==> src/rtl/dot_product_row_feeder_pkg.sv <==
// Shared definitions for the dot-product row feeder: FSM encodings,
// the +0.0 padding constant and the package-count helper.
package dot_product_row_feeder_pkg;

  typedef enum logic [2:0] {
    S_IDLE     = 3'd0,
    S_RST_DP   = 3'd1,
    S_FETCH    = 3'd2,
    S_LOAD     = 3'd3,
    S_PRESENT  = 3'd4,
    S_WAIT_RDY = 3'd5,
    S_WAIT_FIN = 3'd6
  } feeder_state_e;

  // IEEE-754 single +0.0, used for the padded tail elements
  localparam logic [31:0] FP_ZERO = 32'h0000_0000;

  // ceil(num/den) without forming num+den-1, so it cannot overflow
  function automatic logic [31:0] ceil_div(input logic [31:0] num, input logic [31:0] den);
    return (num == 32'd0) ? 32'd0 : ((num - 32'd1) / den) + 32'd1;
  endfunction

endpackage

==> src/rtl/dot_product_row_feeder_tail_mask.sv <==
// feeder_tail_mask: forces elements at index >= valid_cnt to +0.0.
// Element 0 sits in the MSBs of the package word.
module feeder_tail_mask
  import dot_product_row_feeder_pkg::*;
#(
  parameter int element_width = 32,
  parameter int no_of_units   = 8
) (
  input  logic [element_width*no_of_units-1:0] row_in,
  input  logic [31:0]                          valid_cnt,
  output logic [element_width*no_of_units-1:0] row_out
);

  for (genvar i = 0; i < no_of_units; i++) begin : g_el
    localparam int LSB = (no_of_units - 1 - i) * element_width;
    assign row_out[LSB +: element_width] = (32'(i) < valid_cnt) ? row_in[LSB +: element_width]
                                                                : element_width'(FP_ZERO);
  end

endmodule

==> src/rtl/dot_product_row_feeder.sv <==
// dot_product_row_feeder: fetches A/B package words from two read-only banks,
// presents them to the dot-product engine one package at a time and collects
// the final result.
// Optional feature: define FEEDER_WATCHDOG_EN to abort jobs that stall in
// WAIT_RDY / WAIT_FIN for wdog_cycles cycles (error flag + done with result 0).
module dot_product_row_feeder
  import dot_product_row_feeder_pkg::*;
#(
  parameter int element_width = 32,
  parameter int no_of_units   = 8,
  parameter int addr_width    = 10,
  parameter int wdog_cycles   = 1024
) (
  input  logic                                 clk,
  input  logic                                 reset,
  input  logic                                 start,
  input  logic [addr_width-1:0]                base_a,
  input  logic [addr_width-1:0]                base_b,
  input  logic [31:0]                          length,
  output logic [addr_width-1:0]                mem_addr,
  output logic                                 mem_rd,
  input  logic [element_width*no_of_units-1:0] mem_a_data,
  input  logic [element_width*no_of_units-1:0] mem_b_data,
  output logic                                 dp_reset,
  output logic [element_width*no_of_units-1:0] first_row,
  output logic [element_width*no_of_units-1:0] second_row,
  output logic                                 dp_read_now,
  output logic [31:0]                          dp_total,
  input  logic                                 dp_ready,
  input  logic                                 dp_finish,
  input  logic [element_width-1:0]             dp_result,
  output logic                                 busy,
  output logic                                 done,
  output logic [element_width-1:0]             result,
  output logic                                 error
);

  localparam int          ROW_W = element_width * no_of_units;
  localparam logic [31:0] UNITS = 32'(no_of_units);

  feeder_state_e state, state_nxt;

  logic [addr_width-1:0] base_a_q, base_b_q;
  logic [31:0]           len_q, pkts_q, pkt;
  logic [31:0]           rem, valid_cnt;
  logic                  last_pkt;
  logic [ROW_W-1:0]      a_masked, b_masked;
  logic                  go_job, go_empty, adv, take_res, abort;

  // Banks share one address; the host places B so that the same offset
  // lines up, so base_b is only recorded for the job.
  logic unused_base_b;
  assign unused_base_b = ^base_b_q;

  assign rem       = len_q % UNITS;
  assign last_pkt  = (pkt == pkts_q - 32'd1);
  assign valid_cnt = (last_pkt && rem != 32'd0) ? rem : UNITS;

  feeder_tail_mask #(.element_width(element_width), .no_of_units(no_of_units)) u_mask_a (
    .row_in(mem_a_data), .valid_cnt(valid_cnt), .row_out(a_masked)
  );
  feeder_tail_mask #(.element_width(element_width), .no_of_units(no_of_units)) u_mask_b (
    .row_in(mem_b_data), .valid_cnt(valid_cnt), .row_out(b_masked)
  );

`ifdef FEEDER_WATCHDOG_EN
  localparam logic [31:0] WDOG_LAST = 32'(wdog_cycles - 1);
  logic [31:0] wdog_cnt;
  logic        error_q;
`else
  localparam int unused_wdog_cycles = wdog_cycles;
`endif

  // Next-state logic and Moore strobes decoded from the current state
  always_comb begin
    state_nxt   = state;
    go_job      = 1'b0;
    go_empty    = 1'b0;
    adv         = 1'b0;
    take_res    = 1'b0;
    abort       = 1'b0;
    mem_rd      = 1'b0;
    dp_reset    = 1'b0;
    dp_read_now = 1'b0;
    busy        = (state != S_IDLE);
    mem_addr    = '0;
    case (state)
      S_IDLE: if (start) begin
        if (length == 32'd0) go_empty = 1'b1;
        else begin
          go_job    = 1'b1;
          state_nxt = S_RST_DP;
        end
      end
      S_RST_DP: begin
        dp_reset  = 1'b1;
        state_nxt = S_FETCH;
      end
      S_FETCH: begin
        mem_rd    = 1'b1;
        mem_addr  = base_a_q + pkt[addr_width-1:0];
        state_nxt = S_LOAD;
      end
      S_LOAD:    state_nxt = S_PRESENT;
      S_PRESENT: begin
        dp_read_now = 1'b1;
        state_nxt   = S_WAIT_RDY;
      end
      S_WAIT_RDY: if (dp_ready) begin
        adv       = 1'b1;
        state_nxt = last_pkt ? S_WAIT_FIN : S_FETCH;
      end
      S_WAIT_FIN: if (dp_finish) begin
        take_res  = 1'b1;
        state_nxt = S_IDLE;
      end
      default: state_nxt = S_IDLE;
    endcase
`ifdef FEEDER_WATCHDOG_EN
    // A stall of wdog_cycles in a wait state abandons the job
    if ((state == S_WAIT_RDY || state == S_WAIT_FIN) && state_nxt == state &&
        wdog_cnt == WDOG_LAST) begin
      abort     = 1'b1;
      state_nxt = S_IDLE;
    end
`endif
  end

  // State register
  always_ff @(posedge clk) begin
    if (reset) state <= S_IDLE;
    else       state <= state_nxt;
  end

  // Job registers, package rows and result capture
  always_ff @(posedge clk) begin
    if (reset) begin
      base_a_q   <= '0;
      base_b_q   <= '0;
      len_q      <= '0;
      pkts_q     <= '0;
      pkt        <= '0;
      dp_total   <= '0;
      first_row  <= '0;
      second_row <= '0;
      result     <= '0;
      done       <= 1'b0;
    end else begin
      done <= 1'b0;
      if (go_job || go_empty) begin
        base_a_q <= base_a;
        base_b_q <= base_b;
        len_q    <= length;
        pkts_q   <= ceil_div(length, UNITS);
        dp_total <= ceil_div(length, UNITS) * UNITS;
        pkt      <= '0;
      end
      if (go_empty || abort) begin
        done   <= 1'b1;
        result <= '0;
      end
      if (state == S_LOAD) begin
        first_row  <= a_masked;
        second_row <= b_masked;
      end
      if (adv) pkt <= pkt + 32'd1;
      if (take_res) begin
        result <= dp_result;
        done   <= 1'b1;
      end
    end
  end

`ifdef FEEDER_WATCHDOG_EN
  // Stall counter restarts on every state change; error sticks until next start
  always_ff @(posedge clk) begin
    if (reset) begin
      wdog_cnt <= '0;
      error_q  <= 1'b0;
    end else begin
      wdog_cnt <= (state_nxt != state) ? 32'd0 : wdog_cnt + 32'd1;
      if (go_job || go_empty) error_q <= 1'b0;
      else if (abort)         error_q <= 1'b1;
    end
  end
  assign error = error_q;
`else
  assign error = 1'b0;
`endif

endmodule
==> config.mk <==
export PLATFORM = sky130hd
export DESIGN_NAME = dot_product_row_feeder
export DESIGN_NICKNAME = d
export VERILOG_FILES = /design/src/rtl/dot_product_row_feeder_pkg.sv /design/src/rtl/dot_product_row_feeder_tail_mask.sv /design/src/rtl/dot_product_row_feeder.sv
export SDC_FILE = /design/constraint.sdc
export NUM_CORES = 1
export LEC_CHECK = 0
export CAP_MARGIN = 20
export CORE_AREA = 3 3 464 466
export CTS_BUF_LIST = sky130_fd_sc_hd__clkbuf_2 sky130_fd_sc_hd__clkbuf_4 sky130_fd_sc_hd__clkbuf_8
export CTS_CLUSTER_DIAMETER = 60
export DETAILED_ROUTE_END_ITERATION = 12
export DIE_AREA = 0 0 467 469
export SYNTH_ARGS = -nofsm -noshare
export SYNTH_HDL_FRONTEND = slang
export SYNTH_SLANG_ARGS = --single-unit
==> constraint.sdc <==
create_clock -name clk -period 4.1 [get_ports clk]
set_input_delay 0.82 -clock clk [delete_from_list [all_inputs] [get_ports clk]]
set_output_delay 0.82 -clock clk [all_outputs]
set_load 0.1 [all_outputs]
==> results.md, run 1 <==
- Outcome: finished, final reports clean
- Peak supply drop: 0.250 mV
- Final hold violations: 0
- Yosys reg bits: 623
- Mean Syn Cell Area: 9.03 um^2
- Critical path class: flip-flop to flip-flop
- Num CTS Buffers: 120
- Die Y-Extent: 469 um
- Warnings from Yosys: 0
- CP max stage cell: or4_4
- Critical path capture point type: flip-flop
- Area Growth Syn to Fin: 73.9%
- DRT iter0 DRCs: 1486
- Worst setup SP type: flip-flop
- Slew @ Worst Pin: 1.24 ns
- Synth Flop Type: dfxtp_1
- Most frequent cells in the layout: clkdlybuf4s50_1 (1078), nand2_1 (721), dfxtp_1 (621)
- Routed WL: 150000 um
- # fillers: 23300
- Async SR Flop Fraction: 0%
- Die Width: 467 um
- Routed via count: 25500
- Max Cap Viol: 0
- R2R Path Start: dp_total[4]
- Longest Clk Path Bufs: 3
- GRT Total Usage: 13.0%
- Port Buffers: 1178
- Tcrit/Tclk final: 96.4%
- Drt pass-1 iters: 5
- Setup TNS: 0 ns
- First-pass GRT wire length: 199000 um
- Hold-critical path depth: 2
- Initial antenna violation count: 84
- PD cells: 395 nW/um^2
- Total grt overflow: 0
- TritonCTS clock tree: yes
- Avg WL per Cell: 21.8 um
- Vias in the first global route: 25000
- Number of synthesized flops with an enable pin: 0
- Most common cell after layout, fill and taps aside: clkdlybuf4s50_1
- Yosys top cell area share: 50.8%
- Register area share after synthesis: 50.8%
- Final ANT Viol Nets: 0
- Num ports: 1193
- GP Congestion: 0.881
- Reg2Reg Capture Point: second_row[130]
- Arrival time at the worst endpoint: 4.67 ns
- Worst Skew: 0.0663 ns
- CTS Sinks: 623
- Fmax: 253 MHz
- Pins Over Slew Limit: 0
- Hold Path Sink: second_row[87]
- Std-Cell Rows: 169
- Crit-path max FO: 64
- DR vias/cell: 3.72
- Worst reg-to-reg path cell count: 11
- Hold crit path type: flip-flop to flip-flop
- Detailed Place HPWL: 122000 um
- Max H-tree Level: 3
- CTS clk-pin slew, worst paths: 0.06 ns
- Core Region: 212000 um^2
- Req. time, crit path: 4.82 ns
- # DRC: 0
- Initial Utilization: 11.6%
- Leak: 14.9 nW
- CP bufs+invs: 2
- CP cell instances: inv_1 > ha_1 > or4b_1 > or4_4 > or3_1 > o31ai_1 > and4_4 > and4_1 > a41oi_4 > buf_12 > a22o_1
- Share of cells above drive strength 1: 16.7%
- Tmin final: 3.95 ns
- WHS: 0.451 ns
- Final nets: 4528
- Cell area after synthesis: 24600 um^2
- Final setup viols: 0
- Worst skew pair latency: 0.86 ns
- CTS root buf: clkbuf_8
- Dominant cells by area after synthesis: dfxtp_1 (51%), nand2_1 (11%), o21ai_2 (6.4%), a22o_1 (5.2%), a32o_1 (2.6%)
- Post-Synthesis Cells: 2722
- Slew headroom: 16.9%
- R2r setup slk: 0.15 ns
- Die area: 219000 um^2
- Synth unique cells: 70
- Crit path max-delay family: simple AND/OR/NAND/NOR gates
- CP peak stage delay: 0.58 ns
- Min-delay src: second_row[87]
- Largest net degree at the start of global routing: 152
- Top cell type by total area after synthesis: dfxtp_1
==> layout make-up <==
type	count	area (um^2)	share of cell area, %
clock inverter	28	312	0.729
inverter	9	33.8	0.0791
timing repair buffer	1300	12800	30.1
tap	2821	3530	8.26
antenna	32	80.1	0.187
multi-input combinational	1860	11000	25.8
clock buffer	192	2400	5.61
sequential	623	12500	29.2
==> worst min-delay path, stage by stage, from the launching register on <==
cell and delay [ns]:
dfxtp_1 0.32, nand2_1 0.06, o21ai_2 0.04
==> Yosys cell counts (33+ instances only) <==
| master | number |
|---|---|
| dfxtp_1 | 623 |
| xnor2_1 | 59 |
| a21oi_1 | 121 |
| nand2_1 | 721 |
| nor2_1 | 117 |
| o21ai_0 | 93 |
| o21ai_2 | 180 |
| nand3_1 | 34 |
| clkbuf_1 | 170 |
| a22o_1 | 145 |
| buf_4 | 33 |
| a32o_1 | 64 |
==> layer usage <==
layer	track usage, %	routed length [um]	share of wire [%]
met1	13.5	53200	35
met2	22.4	72800	49
met3	6.65	19000	13
met4	4.44	4610	3.1
met5	0	386	0.26
==> flip-flops by register name (all words and copies together) (netlist names) <==
| signal | count |
|---|---|
| pkt | 32 |
| pkts_q | 2 |
| state | 3 |
| result | 32 |
| done | 1 |
| second_row | 256 |
| first_row | 256 |
| len_q | 3 |
| dp_total | 28 |
| base_a_q | 10 |
==> kinds of logic after synthesis <==
| family | Yosys count | synth area share [%] |
|---|---|---|
| flip-flops | 623 | 50.8 |
| other | 1 | 0.0153 |
| XOR/XNOR | 86 | 3.07 |
| adder cells (fa/ha/maj) | 13 | 0.693 |
| buffers and inverters | 242 | 4.82 |
| multiplexers | 12 | 0.499 |
| AO/OA/AOI/OAI | 706 | 21.9 |
| AND/OR/NAND/NOR | 1039 | 18.3 |
==> metrics by stage <==
step | area (um^2) | power (W) | setup slack [ns] | cells | util [%]
after global placement | 39700 | 0.0101 | -0.102 | 6605 | 18.8
after floorplan | 24600 | 0.00867 | 0.121 | 2725 | -
after detailed placement | 39800 | 0.0101 | -0.0999 | 6610 | 18.8
final | 42700 | 0.0169 | 0.148 | 6865 | 20.2
after global routing | 42700 | 0.0176 | -0.0107 | 6847 | 20.2
after CTS | 42600 | 0.0172 | 0.000864 | 6831 | 20.1
==> repair_timing <==
| item | 4_1_cts | 5_1_grt |
|---|---|---|
| hold buffers | 0 | 0 |
| pin swaps | 5 | 7 |
| gates resized for setup | 8 | 8 |
| endpoints found under the setup margin | 3 | 157 |
| buffers inserted | 1 | 2 |
==> worst max path at each step <==
stage                      endpoint  cells past startpoint  slack [ns]         from
floorplan               mem_addr[9]                      9        0.12       pkt[1]
global placement           state[0]                     10       -0.10    length[2]
finish              second_row[130]                     11        0.15  dp_total[4]
detailed placement     dp_total[21]                     11        -0.1    length[2]
CTS                     mem_addr[9]                     11      0.0009       pkt[1]
global route            mem_addr[7]                     11       -0.01       pkt[1]
==> power by group <==
part / internal (W) / total, W / switching [W]
clock network: 0.00397 / 0.00690 / 0.00293
logic: 0.00119 / 0.00358 / 0.00239
registers: 0.00625 / 0.00639 / 0.000141
Note: power is estimated with default switching activity, not from simulation.
==> run 2, diff against run 1 <==
--- a/config.mk
+++ b/config.mk
@@ -9,6 +9,7 @@
 export CORE_AREA = 3 3 464 466
 export CTS_BUF_LIST = sky130_fd_sc_hd__clkbuf_2 sky130_fd_sc_hd__clkbuf_4 sky130_fd_sc_hd__clkbuf_8
 export CTS_CLUSTER_DIAMETER = 60
+export CTS_CLUSTER_SIZE = 20
 export DETAILED_ROUTE_END_ITERATION = 12
 export DIE_AREA = 0 0 467 469
 export SYNTH_ARGS = -nofsm -noshare
==> run 2 against run 1 <==
Against the previous run:
- non-clock buffer count is 2 higher
- critical path type unchanged
- sequential share of layout area is 0.72 points higher
- highest routed layer unchanged
- cell count is 1.3% lower
- cell area is 2.4% lower
- largest cell class unchanged
- critical endpoint is now first_row[155]
- flip-flop and latch count stayed put
==> results.md, run 2 (same netlist as run 1, synthesis figures left out) <==
- Outcome: finished, final reports clean
- Design area: 41700 um^2 (-2.4%)
- DR vias/cell: 3.71 (-0.16%)
- Peak supply drop: 0.263 mV (+5.2%)
- Worst setup SP type: flip-flop
- First-pass GRT wire length: 199000 um (-0.36%)
- Power share of the combinational group: 23.8% (+2.6 points)
- Worst skew pair latency: 0.81 ns (-0.05 ns)
- Non-filler cells, final: 6773 (-1.3%)
- Most common cell after layout, fill and taps aside: clkdlybuf4s50_1
- Area after DPL: 39800 um^2 (unchanged)
- Internal Power: 0.00963 W (-16%)
- Critical path class: flip-flop to flip-flop
- Final ANT Viol Nets: 0 (unchanged)
- Final hold violations: 0 (unchanged)
- Req. time, crit path: 4.78 ns (-0.04 ns)
- DRT iter0 DRCs: 1576 (+6.1%)
- Pins Over Slew Limit: 0 (unchanged)
- Avg WL per Cell: 22.0 um (+0.91%)
- Clock group share of total power: 33.7% (-7.2 points)
- Vias in the first global route: 24600 (-1.2%)
- Switching share of total power: 35.9% (+3.5 points)
- PD cells: 360 nW/um^2 (-8.7%)
- Longest Clk Path Bufs: 3 (unchanged)
- Max Cap Viol: 0 (unchanged)
- CTS Sinks: 623 (unchanged)
- Initial antenna violation count: 79 (-6.0%)
- Critical path capture point type: flip-flop
- Detailed Place HPWL: 122000 um (unchanged)
- GRT Total Usage: 12.9% (-0.076 points)
- Final worst setup slack: 0.188 ns (+0.0398 ns)
- Routed WL: 149000 um (-0.44%)
- TritonCTS clock tree: yes
- Drt pass-1 iters: 5 (unchanged)
- Hold crit path type: flip-flop to flip-flop
- Die Width: 467 um (unchanged)
- CTS clk-pin slew, worst paths: 0.09 ns (+0.03 ns)
- Pre-CTS setup slack: -0.0999 ns (unchanged)
- Die area: 219000 um^2 (unchanged)
- CTS root buf: clkbuf_8
- WHS: 0.456 ns (+0.00496 ns)
- Final setup viols: 0 (unchanged)
- Initial Utilization: 11.6% (unchanged)
- NetSw: 0.00539 W (-1.4%)
- Max H-tree Level: 3 (unchanged)
- Tcrit/Tclk final: 95.4% (-0.97 points)
- Total grt overflow: 0 (unchanged)
- Crit-path max FO: 64 (unchanged)
- Arrival time at the worst endpoint: 4.59 ns (-0.08 ns)
- Std-Cell Rows: 169 (unchanged)
- Die Y-Extent: 469 um (unchanged)
- GP Congestion: 0.881 (unchanged)
- Final nets: 4482 (-1.0%)
- Biggest regs: first_row (256), second_row (256)
- Largest net degree at the start of global routing: 152 (unchanged)
- Slew headroom: 16.0% (-0.81 points)
- Num ports: 1193 (unchanged)
- Tmin final: 3.91 ns (-0.0398 ns)
- Slew @ Worst Pin: 1.26 ns (+0.0120 ns)
- Core Region: 212000 um^2 (unchanged)
- Share of cells above drive strength 1: 14.9% (-1.9 points)
- Port Buffers: 1178 (unchanged)
- Fin util: 19.7% (-0.49 points)
- Fmax: 256 MHz (+1.0%)
- Routed via count: 25200 (-1.5%)
- Area Growth Syn to Fin: 69.7%
- Num CTS Buffers: 72 (-40%)
- # fillers: 23400 (+0.53%)
- Most frequent cells in the layout: clkdlybuf4s50_1 (1078), nand2_1 (721), dfxtp_1 (621)
- Worst Skew: 0.0453 ns (-0.0209 ns)
- Leak: 14.3 nW (-3.9%)
- # placed instances: 6610 (unchanged)
- # DRC: 0 (unchanged)
- Hold-fix buffers, CTS: 0 (unchanged)
- Part of the power in registers: 42.5% (+4.6 points)
run 2: cell types whose count changed in the layout (fill, tap and decap cells not counted), moves of 4 or more:
cell      change
clkinv_2      -6
inv_8         +8
clkbuf_4     -34
clkinv_8      +6
inv_6         +7
clkbuf_8     -73
diode_2       -4
run 2: power groups by stage:
stage	logic [W]	registers, W	clock network, W
after detailed placement	0.00359	0.00652	0
final	0.00358	0.00638	0.00506
after global placement	0.00357	0.00651	0
after CTS	0.00361	0.00638	0.00531
after global routing	0.00375	0.00640	0.00549
after floorplan	0.00114	0.00753	0
run 2: worst max-delay path, cell delays in order, from the launching register on:
cell and delay (ns):
dfxtp_1 0.32, inv_1 0.05, ha_1 0.15, or4b_1 0.47, or4_4 0.58, or3_1 0.37, o31ai_1 0.34, and4_4 0.31
and4_1 0.33, a41oi_4 0.15, buf_12 0.19, a22o_1 0.32
run 2: timing repair:
action | 4_1_cts | 5_1_grt
cloned | 0 | 0
buffers inserted | 0 | 5
endpoints found under the setup margin | 3 | 32
endpoints found under the hold margin | 0 | 0
pin swaps | 1 | 2
gates resized for setup | 6 | 7
run 2: stage by stage:
step,power (W),TNS (ns)
after detailed placement,0.0101,-2.99
after CTS,0.0153,-0.0166
after global placement,0.0101,-1.89
final,0.0150,0
after global routing,0.0156,-0.000672
after floorplan,0.00867,0
run 2: final cells by class:
type	instances	area (um^2)	share of cell area [%]
tap	2821	3530	8.47
clock inverter	45	524	1.26
timing repair buffer	1302	12900	30.9
clock buffer	85	1140	2.73
sequential	623	12500	29.9
antenna	28	70.1	0.168
multi-input combinational	1860	11000	26.5
inverter	9	33.8	0.0810
run 2: routing by layer:
layer	track usage, %	up-vias	share of wire (%)
met4	4.66	48	3.1
met5	0	-	0.21
met2	22.3	1112	49
li1	-	11800	-
met1	13.8	12000	36
met3	5.71	234	12
run 2: final timing paths:
check	start	endpoint	slack, ns	cells after the start
hold / removal	second_row[182]	second_row[182]	0.46	2
setup / recovery	dp_total[3]	first_row[155]	0.19	11
hold reg to reg	second_row[182]	second_row[182]	0.46	2
setup reg to reg	dp_total[3]	first_row[155]	0.19	11
==> edit: new RTL, flow settings as in run 2 <==
`element_width` is set to 32 in 2 places; all go to 16.
--- a/src/rtl/dot_product_row_feeder_tail_mask.sv
+++ b/src/rtl/dot_product_row_feeder_tail_mask.sv
@@ -5,3 +5,3 @@
 #(
-  parameter int element_width = 32,
+  parameter int element_width = 16,
   parameter int no_of_units   = 8
--- a/src/rtl/dot_product_row_feeder.sv
+++ b/src/rtl/dot_product_row_feeder.sv
@@ -8,3 +8,3 @@
 #(
-  parameter int element_width = 32,
+  parameter int element_width = 16,
   parameter int no_of_units   = 8,
Interface: changed (6 resized); port bits go from 1193 to 649. The function was not compared with the original's and may differ.
==> edit against run 2 <==
Count of clock-buffer cells in the layout decreased by 38; maximum frequency grew 1.1%; sequential cell count shrank 272; routed wire length is 44% lower; area after synthesis fell by 35%; final area shrank 36%; power decreased by 37%; worst setup slack improved by 44 ps; largest power group unchanged; highest routed layer unchanged.
==> edit: results (changes against run 2) <==
place_congestion: 0.8131  # -7.7%
worst_slew_margin_rel: 0.2324  # +0.07191
synth.distinct_cells: 80  # +14%
grt_antenna_before_repair: 22  # -72%
synth_adder_area_share: 0.01064  # +0.003716
critical_path.max_stage_delay_ps: 350  # -230 ps
top_regs: "first_row x128, second_row x128, pkt x32"
synthesized_area_fraction_occupied_by_ao_oa_aoi_and_oai_cells: 0.2480  # +0.02945
final_non_filler_cell_total: 5317  # -21%
grt_start_max_net_pins: 141  # -7.2%
ir_worst_vdd_mv: 0.2146  # -18%
ctsHtreeMaxLevel: 2  # -1
critPathLaunch: "base_a_q[1]"
timing.critical_path.fanout_max: 3  # -95%
post_drt_wl_per_cell_um: 15.65  # -29%
syn_area_per_cell_um2: 8.510  # -5.7%
drt-pass1-iter-count: 6  # +1
synthTopCellsByArea: "sky130_fd_sc_hd__dfxtp_1 (44%), sky130_fd_sc_hd__nand2_1 (7.9%), sky130_fd_sc_hd__a22oi_1 (6.9%)"
fill_cells: 23950  # +2.4%
place.detailed.hpwl_mm: 65.63  # -46%
groute.usage.overall: 0.07055  # -0.05833
timing.hold.worst.start: "first_row[114]"
yosys.area_share.xor_xnor: 0.04272  # +0.01207
route.detailed.vias_per_inst: 3.145  # -15%
grt_first_pass_wirelength_mm: 113.2  # -43%
worstSkewPairLatency_ps: 760  # -50 ps
number_of_port_buffers: 634  # -46%
synthMuxAreaShare: 0.007668  # +0.002678
cellLeakagePower_nw: 8.378  # -42%
num-nets-final: 2790  # -38%
fin_worst_skew_ps: 68.36  # +23.04 ps
cts.path.max_buffers: 3  # unchanged
synth_warnings: 0  # unchanged
detail_route.iter0.violations: 1123  # -29%
setup_violations: 0  # unchanged
synthTopCellsByCount: "sky130_fd_sc_hd__dfxtp_1 (351), sky130_fd_sc_hd__nand2_1 (336), sky130_fd_sc_hd__a22oi_1 (147), sky130_fd_sc_hd__clkbuf_1 (137), sky130_fd_sc_hd__a31oi_1 (135)"
clk_pin_slew_ps: 90  # about the same
ctsRootBufferMaster: "sky130_fd_sc_hd__clkbuf_8"
critical-path-slowest-cell: "sky130_fd_sc_hd__dfxtp_1"
run_status: "finished clean"
drive_above_1_share: 0.1062  # -0.04234
grt_pass1_vias: 15970  # -35%
share_of_synthesized_area_occupied_by_flip_flops_and_latches: 0.4394  # -0.06818
cts-buffers-inserted: 45  # -38%
cp_data_arrival_time_ps: 3050  # -1540 ps
post_place_cells: 5217  # -21%
edit: cell count changes after synthesis, sizes merged, moves of 115 or more:
cell / delta
a22o: -133
o21ai: -226
dfxtp: -272
a31oi: +125
a22oi: +115
nand2: -385
edit: cell families after synthesis:
logic type,count (synthesis)
muxes,12
other,1
and+or+nand+nor,655
AOI/OAI and AO/OA,560
DFF,351
xor gates and xnor gates,78
buffers and inverters,209
adders and majority gates,13
edit: repair_timing:
action / 4_1_cts / 5_1_grt
pin swaps: 1 / 4
gates resized for setup: 10 / 5
endpoints found under the setup margin: 3 / 50
setup buffers: 1 / 3
endpoints found under the hold margin: 0 / 0
hold buffers: 0 / 0
edit: report_power, final:
group,switching (mW),internal [mW]
sequential,0.166,3.53
combinational,1.69,0.762
clock,1.82,1.43
total,3.68,5.72
edit: critical path, delay by kind of cell, from the launching register on:
kind,cells,cell delay [ps]
and+or+nand+nor,2,320
DFF,1,350
buffers and inverters,1,200
AOI/OAI and AO/OA,5,1030
xor gates and xnor gates,1,110
adders and majority gates,1,300
edit: stage by stage:
stage	instance area, um2	setup slack, ps	hold WS, ps
after CTS	26790	6.673	412.7
after floorplan	16000	120.9	440.6
after detailed placement	25630	-125.5	442.7
after global routing	26860	8.258	455.0
after global placement	25610	-116.6	434.7
final	26870	232.1	459.1
edit: worst paths after layout:
kind              slack, ps  cells after the start        endpoint
setup reg to reg        350                     13   first_row[42]
hold / removal          460                      2  first_row[114]
setup / recovery        230                     10     mem_addr[9]
hold reg to reg         460                      2  first_row[114]
edit: cell type report:
cell class	count	area [um2]	area share
multi-input cells	1322	8097	0.3013
flip-flops and latches	351	7039	0.2620
repair buffers	714	6994	0.2603
inverters	14	52.55	0.001956
diodes	11	27.53	0.001024
clock inverters	37	481.7	0.01793
well taps	2821	3530	0.1314
clock buffers	47	646.9	0.02408
edit: metal layers:
| metal | global-route usage | share of wire | vias to the layer above |
|---|---|---|---|
| met5 | 0 | 0.0010 | - |
| met4 | 0.04433 | 0.064 | 12 |
| met3 | 0.02455 | 0.083 | 160 |
| met2 | 0.1235 | 0.49 | 659 |
| met1 | 0.07175 | 0.36 | 7876 |
| li1 | - | - | 8014 |
